<file path="src/rtl/cv32e40p_log_pkg.sv">
// Shared types for the illegal-instruction log arbiter: record layout and source-index limits.
package cv32e40p_log_pkg;

   localparam int unsigned MAX_SRC = 16;
   localparam int unsigned SRC_W   = 4;

   typedef logic [SRC_W-1:0] src_idx_t;

   typedef struct packed {
      src_idx_t    src;
      logic [31:0] pc;
   } log_rec_t;

endpackage

</file>
<file path="src/rtl/cv32e40p_log_arbiter_if.sv">
// Log record channel from the arbiter to its sink (valid/ready handshake).
interface cv32e40p_log_arbiter_if;
   import cv32e40p_log_pkg::*;

   logic        log_valid_o;
   logic        log_ready_i;
   src_idx_t    log_src_o;
   logic [31:0] log_pc_o;

   modport master (output log_valid_o, output log_src_o, output log_pc_o, input log_ready_i);
   modport slave  (input log_valid_o, input log_src_o, input log_pc_o, output log_ready_i);

endinterface

</file>
<file path="src/rtl/cv32e40p_log_rr_arb.sv">
// Round-robin pick: first set request at or after rr_ptr_i, ascending with wrap-around.
module cv32e40p_log_rr_arb
   import cv32e40p_log_pkg::*;
#(
   parameter int unsigned NUM_SRC = 4
) (
   input  logic [NUM_SRC-1:0] req_i,
   input  src_idx_t           rr_ptr_i,
   output src_idx_t           gnt_idx_o,
   output logic               gnt_valid_o
);

   localparam int unsigned IdxW = SRC_W + 1;

   logic [MAX_SRC-1:0] req_ext;
   logic [IdxW-1:0]    idx;

   assign req_ext = MAX_SRC'(req_i);

   always_comb begin
      gnt_valid_o = 1'b0;
      gnt_idx_o   = '0;
      idx         = '0;
      for (int unsigned i = 0; i < NUM_SRC; i++) begin
         // rr_ptr_i < NUM_SRC, so one conditional subtract is enough for the wrap
         idx = {1'b0, rr_ptr_i} + IdxW'(i);
         if (idx >= IdxW'(NUM_SRC)) idx = idx - IdxW'(NUM_SRC);
         if (!gnt_valid_o && req_ext[idx[SRC_W-1:0]]) begin
            gnt_valid_o = 1'b1;
            gnt_idx_o   = idx[SRC_W-1:0];
         end
      end
   end

endmodule

</file>
<file path="src/rtl/cv32e40p_log_arbiter.sv">
// Collects per-source illegal-instruction events into one-deep slots and serialises them
// round-robin onto a registered log channel. Define CV32E40P_LOG_DROP_CNT_EN for the drop counter.
module cv32e40p_log_arbiter
   import cv32e40p_log_pkg::*;
#(
   parameter int unsigned NUM_SRC = 4,
   parameter int unsigned CNT_W   = 16
) (
   input  logic                      clk_i,
   input  logic                      rst_ni,
   input  logic [NUM_SRC-1:0]        ev_valid_i,
   input  logic [NUM_SRC-1:0][31:0]  ev_pc_i,
   cv32e40p_log_arbiter_if.master    log,
   output logic [CNT_W-1:0]          drop_cnt_o
);

   logic [NUM_SRC-1:0] slot_valid_q, slot_valid_d;
   logic [31:0]        slot_pc_q [NUM_SRC];
   logic [31:0]        slot_pc_d [NUM_SRC];
   logic               out_valid_q, out_valid_d;
   log_rec_t           out_q, out_d;
   src_idx_t           rr_ptr_q, rr_ptr_d;

   src_idx_t           gnt_idx;
   logic               gnt_valid;
   logic               out_load;
   logic               grant;
   logic [NUM_SRC-1:0] drained;
   logic [31:0]        gnt_pc;

   cv32e40p_log_rr_arb #(
      .NUM_SRC (NUM_SRC)
   ) u_rr_arb (
      .req_i       (slot_valid_q),
      .rr_ptr_i    (rr_ptr_q),
      .gnt_idx_o   (gnt_idx),
      .gnt_valid_o (gnt_valid)
   );

   always_comb begin
      out_load = !out_valid_q || log.log_ready_i;
      grant    = out_load && gnt_valid;
      drained  = '0;
      gnt_pc   = '0;
      for (int s = 0; s < NUM_SRC; s++) begin
         if (gnt_idx == src_idx_t'(s)) begin
            drained[s] = grant;
            gnt_pc     = slot_pc_q[s];
         end
      end

      // A slot freed by this cycle's grant can take a new event in the same cycle
      for (int s = 0; s < NUM_SRC; s++) begin
         slot_valid_d[s] = slot_valid_q[s] && !drained[s];
         slot_pc_d[s]    = slot_pc_q[s];
         if (ev_valid_i[s] && (!slot_valid_q[s] || drained[s])) begin
            slot_valid_d[s] = 1'b1;
            slot_pc_d[s]    = ev_pc_i[s];
         end
      end

      out_valid_d = out_valid_q;
      out_d       = out_q;
      rr_ptr_d    = rr_ptr_q;
      if (out_load) out_valid_d = gnt_valid;
      if (grant) begin
         out_d.src = gnt_idx;
         out_d.pc  = gnt_pc;
         rr_ptr_d  = (gnt_idx == src_idx_t'(NUM_SRC - 1)) ? '0 : gnt_idx + src_idx_t'(1);
      end
   end

   always_ff @(posedge clk_i) begin
      if (!rst_ni) begin
         slot_valid_q <= '0;
         out_valid_q  <= 1'b0;
         out_q        <= '0;
         rr_ptr_q     <= '0;
      end else begin
         slot_valid_q <= slot_valid_d;
         out_valid_q  <= out_valid_d;
         out_q        <= out_d;
         rr_ptr_q     <= rr_ptr_d;
      end
   end

   // PCs are qualified by the slot valid bits, so they need no reset
   always_ff @(posedge clk_i) begin
      slot_pc_q <= slot_pc_d;
   end

   assign log.log_valid_o = out_valid_q;
   assign log.log_src_o   = out_q.src;
   assign log.log_pc_o    = out_q.pc;

`ifdef CV32E40P_LOG_DROP_CNT_EN
   localparam int unsigned SumW = CNT_W + 5;

   logic [CNT_W-1:0]   drop_cnt_q, drop_cnt_d;
   logic [NUM_SRC-1:0] drop;
   logic [4:0]         drop_num;
   logic [SumW-1:0]    drop_sum;

   always_comb begin
      drop_num = '0;
      for (int s = 0; s < NUM_SRC; s++) begin
         drop[s]  = ev_valid_i[s] && slot_valid_q[s] && !drained[s];
         drop_num = drop_num + {4'b0, drop[s]};
      end
      drop_sum   = SumW'(drop_cnt_q) + SumW'(drop_num);
      drop_cnt_d = (drop_sum > SumW'({CNT_W{1'b1}})) ? {CNT_W{1'b1}} : drop_sum[CNT_W-1:0];
   end

   always_ff @(posedge clk_i) begin
      if (!rst_ni) drop_cnt_q <= '0;
      else         drop_cnt_q <= drop_cnt_d;
   end

   assign drop_cnt_o = drop_cnt_q;
`else
   assign drop_cnt_o = '0;
`endif

endmodule
</file>
<file path="src/flat_wrapper.sv">
// flat-port wrapper written by rule: the top's interface ports become plain ports
module cv32e40p_log_arbiter_flat import cv32e40p_log_pkg::*;
#(
   parameter int unsigned NUM_SRC = 4,
   parameter int unsigned CNT_W   = 16
)
  (clk_i, rst_ni, ev_valid_i, ev_pc_i, drop_cnt_o, log_log_valid_o, log_log_src_o, log_log_pc_o, log_log_ready_i);
  cv32e40p_log_arbiter_if log_i ();
  input  logic clk_i;
  input  logic rst_ni;
  input  logic [NUM_SRC-1:0] ev_valid_i;
  input  logic [NUM_SRC-1:0][31:0] ev_pc_i;
  output logic [CNT_W-1:0] drop_cnt_o;
  output wire logic [$bits(log_i.log_valid_o)-1:0] log_log_valid_o;
  output wire logic [$bits(log_i.log_src_o)-1:0] log_log_src_o;
  output wire logic [$bits(log_i.log_pc_o)-1:0] log_log_pc_o;
  input wire logic [$bits(log_i.log_ready_i)-1:0] log_log_ready_i;
  assign log_log_valid_o = log_i.log_valid_o;
  assign log_log_src_o = log_i.log_src_o;
  assign log_log_pc_o = log_i.log_pc_o;
  assign log_i.log_ready_i = log_log_ready_i;
  cv32e40p_log_arbiter #(.NUM_SRC(NUM_SRC), .CNT_W(CNT_W)) u_core (.clk_i(clk_i), .rst_ni(rst_ni), .ev_valid_i(ev_valid_i), .ev_pc_i(ev_pc_i), .log(log_i), .drop_cnt_o(drop_cnt_o));
endmodule
</file>
<file path="config.mk">
export PLATFORM = sky130hd
export DESIGN_NAME = cv32e40p_log_arbiter_flat
export DESIGN_NICKNAME = d
export VERILOG_FILES = /design/src/rtl/cv32e40p_log_pkg.sv /design/src/rtl/cv32e40p_log_arbiter_if.sv /design/src/rtl/cv32e40p_log_rr_arb.sv /design/src/rtl/cv32e40p_log_arbiter.sv /design/src/flat_wrapper.sv
export SDC_FILE = /design/constraint.sdc
export NUM_CORES = 1
export LEC_CHECK = 0
export CAP_MARGIN = 20
export CORE_MARGIN = 4
export CORE_UTILIZATION = 53
export CTS_CLUSTER_SIZE = 16
export DETAILED_ROUTE_END_ITERATION = 7
export HOLD_SLACK_MARGIN = 0.12
export PLACE_DENSITY = 0.86
export SLEW_MARGIN = 10
export SYNTH_ARGS = -nofsm -noshare
export SYNTH_HDL_FRONTEND = slang
export SYNTH_SLANG_ARGS = --single-unit
</file>
<file path="constraint.sdc">
create_clock -name clk_i -period 8.15 [get_ports clk_i]
set_input_delay 2.445 -clock clk_i [delete_from_list [all_inputs] [get_ports clk_i]]
set_output_delay 2.445 -clock clk_i [all_outputs]
set_load 0.02 [all_outputs]
</file>
# Word-level counts from Yosys, hierarchy flattened
# Index checks and enable logic that the tools add are counted.
dict set report word_totals {
  reg_bits 173
  output_inout_bits 53
  mem_bits_ro 0
  elab_cells 91
  inputBits 135
  latchBits 0
  n_memories 0
  ramBits 0
}
dict set report op_classes {
  n_reduce_logical 30
  magnitude_cmp 8
  n_mul 0
  shifts 0
  n_addsub 8
  n_bitwise 0
  n_div 0
  eq_ne 3
  mux 33
}
# cell n
set op_table {}
lappend op_table {{two-way mux 32 bit} 4}
lappend op_table {{two-way mux 4 bit} 9}
lappend op_table {{less-than comparator 4 x 5 -> 1 bit (second input constant)} 4}
lappend op_table {{binary-select mux 1 bit (select 4 bit)} 4}
lappend op_table {{two-way mux 1 bit} 16}
lappend op_table {{subtractor 4 x 3 -> 4 bit (second input constant)} 4}
lappend op_table {{greater-or-equal comparator 5 x 3 -> 1 bit (second input constant)} 3}
lappend op_table {{logical AND 1 bit} 12}
lappend op_table {{zero test 1 bit} 12}
lappend op_table {{adder 4 x 2 -> 5 bit (second input constant)} 2}
lappend op_table {{== test 4 x 2 -> 1 bit (second input constant)} 2}
lappend op_table {{adder 4 x 1 -> 5 bit (second input constant)} 1}
lappend op_table {{logical OR 1 bit} 5}
lappend op_table {{adder 4 x 1 -> 4 bit (second input constant)} 1}
lappend op_table {{== test 4 x 1 -> 1 bit (second input constant)} 1}
lappend op_table {{greater-or-equal comparator 4 x 3 -> 1 bit (second input constant)} 1}
lappend op_table {{zero test 4 bit} 1}

# Depth between registers and ports, before layout
# Gate-level depths: netlist of the first run.
dict set report depth {
  word_depth 19
  mapped_depth 20
  mapped_depth_nobuf 17
}

# By module
# A second synthesis of the first run with hierarchy kept.
dict set report hier_totals {
  hier_cells 585
  hier_area_um2 7302.0
}
# mod seq_area_each_um2 cells_per_inst n_inst area_per_inst_um2
set by_module_without_submodules {}
lappend by_module_without_submodules {cv32e40p_log_arbiter 4744.6 513 1 6697.7}
lappend by_module_without_submodules {cv32e40p_log_rr_arb 0.0 72 1 604.3}

# Worst setup path after synthesis of the first run
# Ideal clock, no wire load.
dict set report synth_path {
  path_kind {reg2reg}
  from {register u_core.rr_ptr_q[1]}
  to {register u_core.slot_pc_q[0] (netlist name), enable pin}
  slack_ns 2.895
  t_arrival_ns 4.831
  stages_incl_launch_ff 16
  cell_sequence {dfxtp_1 -> inv_1 -> ha_1 -> a21oi_1 -> xnor2_1 -> ha_1 -> o2bb2ai_1 -> o2111ai_1 -> a2111oi_0 -> a211oi_1 -> inv_1 -> ha_1 -> clkbuf_1 -> clkbuf_1 -> a21boi_0 -> nor2b_1}
}
dict set report synth_between {
  elab_chain_len 18
  elab_cells_between_ends 42
}
# item line
set synth_lines {}
lappend synth_lines {{start: declaration} cv32e40p_log_arbiter.sv:22} ;# src_idx_t rr_ptr_q, rr_ptr_d;
lappend synth_lines {{start signal: assignment} cv32e40p_log_arbiter.sv:83} ;# rr_ptr_q <= rr_ptr_d;
lappend synth_lines {{parallel branches: the longest is 13 deep, another holds adder 4 x 1 -> 5 bit} -}
lappend synth_lines {{two-way mux 4 bit (*)} cv32e40p_log_rr_arb.sv:28} ;# if (!gnt_valid_o && req_ext[idx[SRC_W-1:0]]) begin
lappend synth_lines {{net u_core.gnt_idx[1]} cv32e40p_log_arbiter.sv:24} ;# src_idx_t gnt_idx;
lappend synth_lines {{== test 4 x 2 -> 1 bit (*)} cv32e40p_log_arbiter.sv:46} ;# if (gnt_idx == src_idx_t'(s)) begin
lappend synth_lines {{two-way mux 1 bit (*)} cv32e40p_log_arbiter.sv:46}
lappend synth_lines {{logical OR 1 bit (*)} cv32e40p_log_arbiter.sv:56} ;# if (ev_valid_i[s] && (!slot_valid_q[s] || drained[s])) begin
lappend synth_lines {{logical AND 1 bit (*)} cv32e40p_log_arbiter.sv:56}
lappend synth_lines {{end signal: assignment} cv32e40p_log_arbiter.sv:89} ;# slot_pc_q <= slot_pc_d;
lappend synth_lines {{end: declaration} cv32e40p_log_arbiter.sv:18} ;# logic [31:0] slot_pc_q [NUM_SRC];
# Mark *: on every way through the listed nets, which the timed path passes. The select of a mux whose other input is x is not followed.
# A chain may end at the register's enable or synchronous reset.

# Final worst setup path of the first run
dict set report layout_path {
  from {register u_core.rr_ptr_q[0]}
  to {register u_core.slot_pc_q[2] (netlist name), enable pin}
}
# The elaborated chain is that of the path after synthesis.

==> results of run 1 <==
==> worst paths after layout <==
| path | endpoint | slack (ps) | cells after the start |
|---|---|---|---|
| setup reg to reg | u_core.slot_pc_q[2]$_DFFE_PP_ | 2690 | 14 |
| hold reg to reg | u_core.log.log_src_o[2]$_SDFFE_PN0N_ | 470 | 1 |
| hold / removal | u_core.log.log_src_o[2]$_SDFFE_PN0N_ | 470 | 1 |
| setup / recovery | u_core.slot_pc_q[2]$_DFFE_PP_ | 2690 | 14 |
==> cell type report <==
type,count,area (sq um),share of cell area (%)
Clock inverter,12,218,2.24
Antenna cell,1,2.50,0.0258
Inverter,12,45.0,0.464
Tap cell,176,220,2.27
Sequential cell,173,4740,48.8
Clock buffer,20,437,4.50
Multi-Input combinational cell,305,2250,23.2
Timing Repair Buffer,178,1800,18.5
==> report_power, final <==
group	total [mW]	switching (mW)	leakage (nW)	internal, mW
clock network	0.892	0.318	0.314	0.574
logic	1.84	1.10	1.51	0.741
registers	1.22	0.0856	1.60	1.14
==> Yosys cell counts, drive strengths merged (2+ instances only) <==
library cell | instances | share of area [%]
xor2 | 2 | 0.24
ha | 16 | 2.8
edfxtp | 128 | 53
mux2i | 5 | 0.69
a211oi | 35 | 5.9
a21oi | 36 | 2.5
nand2 | 3 | 0.15
o21ai | 5 | 0.34
dfxtp | 45 | 12
a311oi | 2 | 0.24
a2111oi | 2 | 0.26
a21boi | 4 | 0.41
a221oi | 32 | 3.9
inv | 12 | 0.62
nor2b | 40 | 3.4
nor2 | 38 | 2.0
xnor2 | 2 | 0.24
buf | 28 | 3.2
nor3b | 2 | 0.21
mux4 | 2 | 0.62
nor3 | 36 | 2.5
o21a | 5 | 0.52
o211ai | 2 | 0.28
clkbuf | 25 | 1.3
==> sequential cells by signal, summed over array words and instances (netlist names) <==
signal,count
u_core.slot_pc_q,128
u_core.log.log_src_o,4
u_core.log.log_pc_o,32
u_core.rr_ptr_q,4
u_core.slot_valid_q,4
u_core.log.log_valid_o,1
==> cell families after synthesis <==
logic type | share of synthesized area, %
AOI/OAI and AO/OA | 16.0
xor gates and xnor gates | 0.482
adders and majority gates | 2.75
buffers and inverters | 5.08
DFF | 65.3
muxes | 1.46
other | 0.0516
and+or+nand+nor | 8.88
==> routing by layer <==
layer  vias to the layer above  GRT usage, %  wire, um
met2                       285          40.0      9300
met5                         -             0         0
met4                         0          9.50       595
met1                      2428          27.3      7130
met3                        43          5.59      1280
li1                       2302             -         -
==> worst max-delay path: cells and delay by family, from the launching register on <==
kind	cells	cell delay, ps
and+or+nand+nor	1	920
DFF	1	710
AOI/OAI and AO/OA	5	1480
adders and majority gates	3	770
xor gates and xnor gates	1	210
buffers and inverters	4	980
==> metrics.csv, run 1 <==
metric,value,unit
status,completed,
clkSinkCount,173,
grt_pass1_vias,5235,
antenna_found_initial,1,
nNetsFinal,838,
cts.reportedPaths.clkPinSlew,60,ps
path_class,flip-flop to flip-flop,
cts_setup_buffers,0,
synth.ff_latch_count,173,
dr.pass1.iters,7,
dpl.hpwl,12.1,mm
start_util,54.5,%
placed_area,9010,sq um
final-hold-violation-count,0,
cts_resized,0,
clock.fmax,183,MHz
drive_above_1_share,12.1,%
port_buffers,171,
drv_slew,0,
netlist_area,7270,sq um
required,8180,ps
hold_ws,472,ps
routed_via_density,5.77,
path_common_cell,inv_1,
cp_max_fo,66,
final_core_util,72.8,%
hp-class,flip-flop to flip-flop,
wirelength,18.3,mm
cts_tree,done,
hold_buffers,0,
cpPeakStageDelay,920,ps
yosysUniqueCellTypes,53,
globalplace.congestion,0.857,
powerDensity,407,nW/um^2
fin_crit_sh,67.0,%
synth_ff_type,edfxtp_1,
grt_pass1_wl,27.7,mm
ir_drop,0.269,mV
insertion_delay,420,ps
power,3.95,mW
final_cell_mix,"clkdlybuf4s50_1, edfxtp_1, dfxtp_1, nor2_1, nor3_1",
fin_area,9710,sq um
synthArstFlopShare,0,%
grt-ovfl-total,0,
syn2layout_area_growth,33.6,%
core_area,13300,sq um
max_slew_margin,27.9,%
wire_per_inst,20.9,um
pre_cts_slack,2360,ps
row_count,42,
die_y,125,um
tns,0,ps
cp_data_arrival_time,5500,ps
num_vias,5058,
instances_no_fill,877,
cts.htree.levels,4,
drc,0,
slowest_stage,nor2b_4,
fin_ws,2690,ps
dieWidth,125,um
worst_r2r_startpoint,u_core.rr_ptr_q[0]$_SDFFE_PN0N_,
setup_viol,0,
final_common_cell,clkdlybuf4s50_1,
critPathLaunch,u_core.rr_ptr_q[0]$_SDFFE_PN0N_,
clock_skew,11.4,ps
yosysWarnings,0,
track_usage,22.9,%
grt_max_degree,67,
rsz0062_at_grt,false,
worst_pin_slew,1080,ps
fill_cells,853,
yosysSeqAreaShare,65.3,%
syn_avg_cell_area,13.8,sq um
dr.first_iter.drc_count,403,
io_pins,188,
crit_path_start_kind,flip-flop,
place_inst,842,
holdCritStartpoint,u_core.log.log_src_o[2]$_SDFFE_PN0N_,
leakage,3.42,nW
clock_path_buffers,2,
clk_root_buffer_cell,clkbuf_16,
worstPathCellList,"inv_1, ha_1, xor2_1, inv_1, ha_1, o2bb2ai_1, o2111ai_1, a2111oi_0, a211oi_1, inv_1, ha_2, buf_4, a21boi_0, nor2b_4",
synth_edf_count,128,
die_area,15700,sq um
period_minus_slack,5460,ps
ant_nets,0,
maxCapViolCount,0,
cts_made_buffers,17,
crit_path_end_kind,flip-flop,
syn_inst,528,
Note: power is estimated with default switching activity, not from simulation.
==> run 2, diff against run 1 <==
CORE_UTILIZATION = 49   (was 53)
PLACE_DENSITY = 0.8   (was 0.86)
clock period = 5.3 ns   (was 8.15 ns; I/O delays follow)
==> metrics.csv, run 2 (synthesis gave the netlist of run 1 again) <==
metric,value,unit,change
cp_num_buf_inv,2,,-2
cts_tree,done,,
dieWidth,130,um,+3.7%
syn2layout_area_growth,33.1,%,
required,5640,ps,-2540 ps
port_buffers,171,,unchanged
insertion_delay,420,ps,about the same
path_common_cell,ha_1,,
final_cell_mix,"clkdlybuf4s50_1, edfxtp_1, dfxtp_1, nor2_1, nor3_1",,
globalplace.congestion,0.874,,+2.1%
cp_max_fo,21,,-68%
hold_depth,1,,unchanged
rsz0062_at_grt,false,,
placed_area,9120,sq um,+1.3%
final_common_cell,clkdlybuf4s50_1,,
tns,0,ps,unchanged
fin_area,9670,sq um,-0.41%
die_y,130,um,+3.7%
rr_worst_depth,16,,+2
dr.first_iter.drc_count,330,,-18%
fin_crit_sh,89.5,%,+23 points
setup_viol,0,,unchanged
antenna_found_initial,0,,-1
clkSinkCount,173,,unchanged
drc,0,,unchanged
final-hold-violation-count,0,,unchanged
antenna_cells,0,,-1
ir_drop,0.389,mV,+45%
drv_slew,0,,unchanged
ant_nets,0,,unchanged
grt_pass1_vias,5145,,-1.7%
largest_reg_flops,128,,unchanged
maxCapViolCount,0,,unchanged
clock.fmax,211,MHz,+15%
core_area,14500,sq um,+8.9%
nNetsFinal,844,,+0.72%
hp-class,flip-flop to flip-flop,,
clock_path_buffers,2,,unchanged
path_class,flip-flop to flip-flop,,
max_slew_margin,50.8,%,+23 points
wirelength,18.2,mm,-0.83%
grt_max_degree,66,,-1.5%
grt_pass1_wl,27.4,mm,-0.75%
slowest_stage,dfxtp_1,,
cpPeakStageDelay,620,ps,-300 ps
period_minus_slack,4750,ps,-717 ps
multi_input_area,2250,sq um,+0.22%
power,5.91,mW,+49%
clk_root_buffer_cell,clkbuf_16,,
die_area,16800,sq um,+7.6%
crit_path_end_kind,flip-flop,,
status,completed,,
track_usage,21.6,%,-1.4 points
cts_resized,0,,unchanged
row_count,44,,+4.8%
dr.pass1.iters,5,,-2
dpl.hpwl,12.7,mm,+5.6%
crit_family,compound AO/OA/AOI/OAI gates,,
hold_buffers,0,,unchanged
seq_area,4740,sq um,unchanged
drive_above_1_share,12.7,%,+0.61 points
powerDensity,610,nW/um^2,+50%
num_vias,4974,,-1.7%
crit_cells,16,,+2
clock_skew,5.52,ps,-5.88 ps
wire_per_inst,20.4,um,-2.3%
routed_via_density,5.59,,-3.1%
worstPathCellList,"ha_1, nand3b_1, and2_1, ha_1, or2_2, a311oi_1, o21ai_0, a22oi_1, inv_1, ha_1, nor2b_4, buf_12, a221oi_1, nor3_1, a21oi_1, a211oi_2",,
cts.htree.levels,4,,unchanged
regMostFlops,u_core.slot_pc_q,,
crit_path_start_kind,flip-flop,,
fill_cells,1030,,+21%
cp_data_arrival_time,5080,ps,-420 ps
start_util,50.0,%,-4.4 points
grt-ovfl-total,0,,unchanged
io_pins,188,,unchanged
cts.reportedPaths.clkPinSlew,60,ps,about the same
worst_pin_slew,737,ps,-343 ps
cts_setup_buffers,0,,unchanged
cts_made_buffers,17,,unchanged
leakage,3.41,nW,-0.43%
-- run 2: cell types whose count changed in the layout (fill, tap and decap cells not counted), sizes merged --
cell / previous run / this run
buf: 7 / 13
bufinv: 6 / 1
clkbuf: 20 / 22
clkinv: 4 / 5
clkinvlp: 1 / 2
diode: 1 / 0
inv: 13 / 14
-- run 2: cell type report --
class	instances	area share [%]
clock buffers	22	4.80
clock inverters	10	0.905
inverters	12	0.466
multi-input cells	305	23.3
flip-flops and latches	173	49.0
well taps	184	2.38
repair buffers	184	19.1
-- run 2: worst paths after layout --
| path | slack (ps) | to | from |
|---|---|---|---|
| setup / recovery | 550 | u_core.log.log_pc_o[28]$_SDFFE_PN0N_ | u_core.rr_ptr_q[2]$_SDFFE_PN0N_ |
| hold / removal | 480 | u_core.log.log_src_o[2]$_SDFFE_PN0N_ | u_core.log.log_src_o[2]$_SDFFE_PN0N_ |
| setup reg to reg | 550 | u_core.log.log_pc_o[28]$_SDFFE_PN0N_ | u_core.rr_ptr_q[2]$_SDFFE_PN0N_ |
| hold reg to reg | 480 | u_core.log.log_src_o[2]$_SDFFE_PN0N_ | u_core.log.log_src_o[2]$_SDFFE_PN0N_ |
-- run 2: report_power, final --
part	switching (mW)	internal, mW
registers	0.123	1.75
clock network	0.499	0.670
logic	1.68	1.18
-- run 2: per-stage QoR --
stage               hold WS, ps  util, %  cells  setup WS [ps]
floorplan                   543        -    543           44.6
global placement            462     62.8    858            769
detailed placement          471     62.8    858            650
CTS                         480     66.6    890            614
global route                490     66.6    890            106
finish                      480     66.6    890            555
-- run 2: per-layer routing --
layer	global-route usage [%]	vias up	routed length [um]
met5	0	-	0
met4	7.03	0	392
met2	36.5	203	9380
li1	-	2310	-
met3	5.08	27	1080
met1	27.6	2434	7300
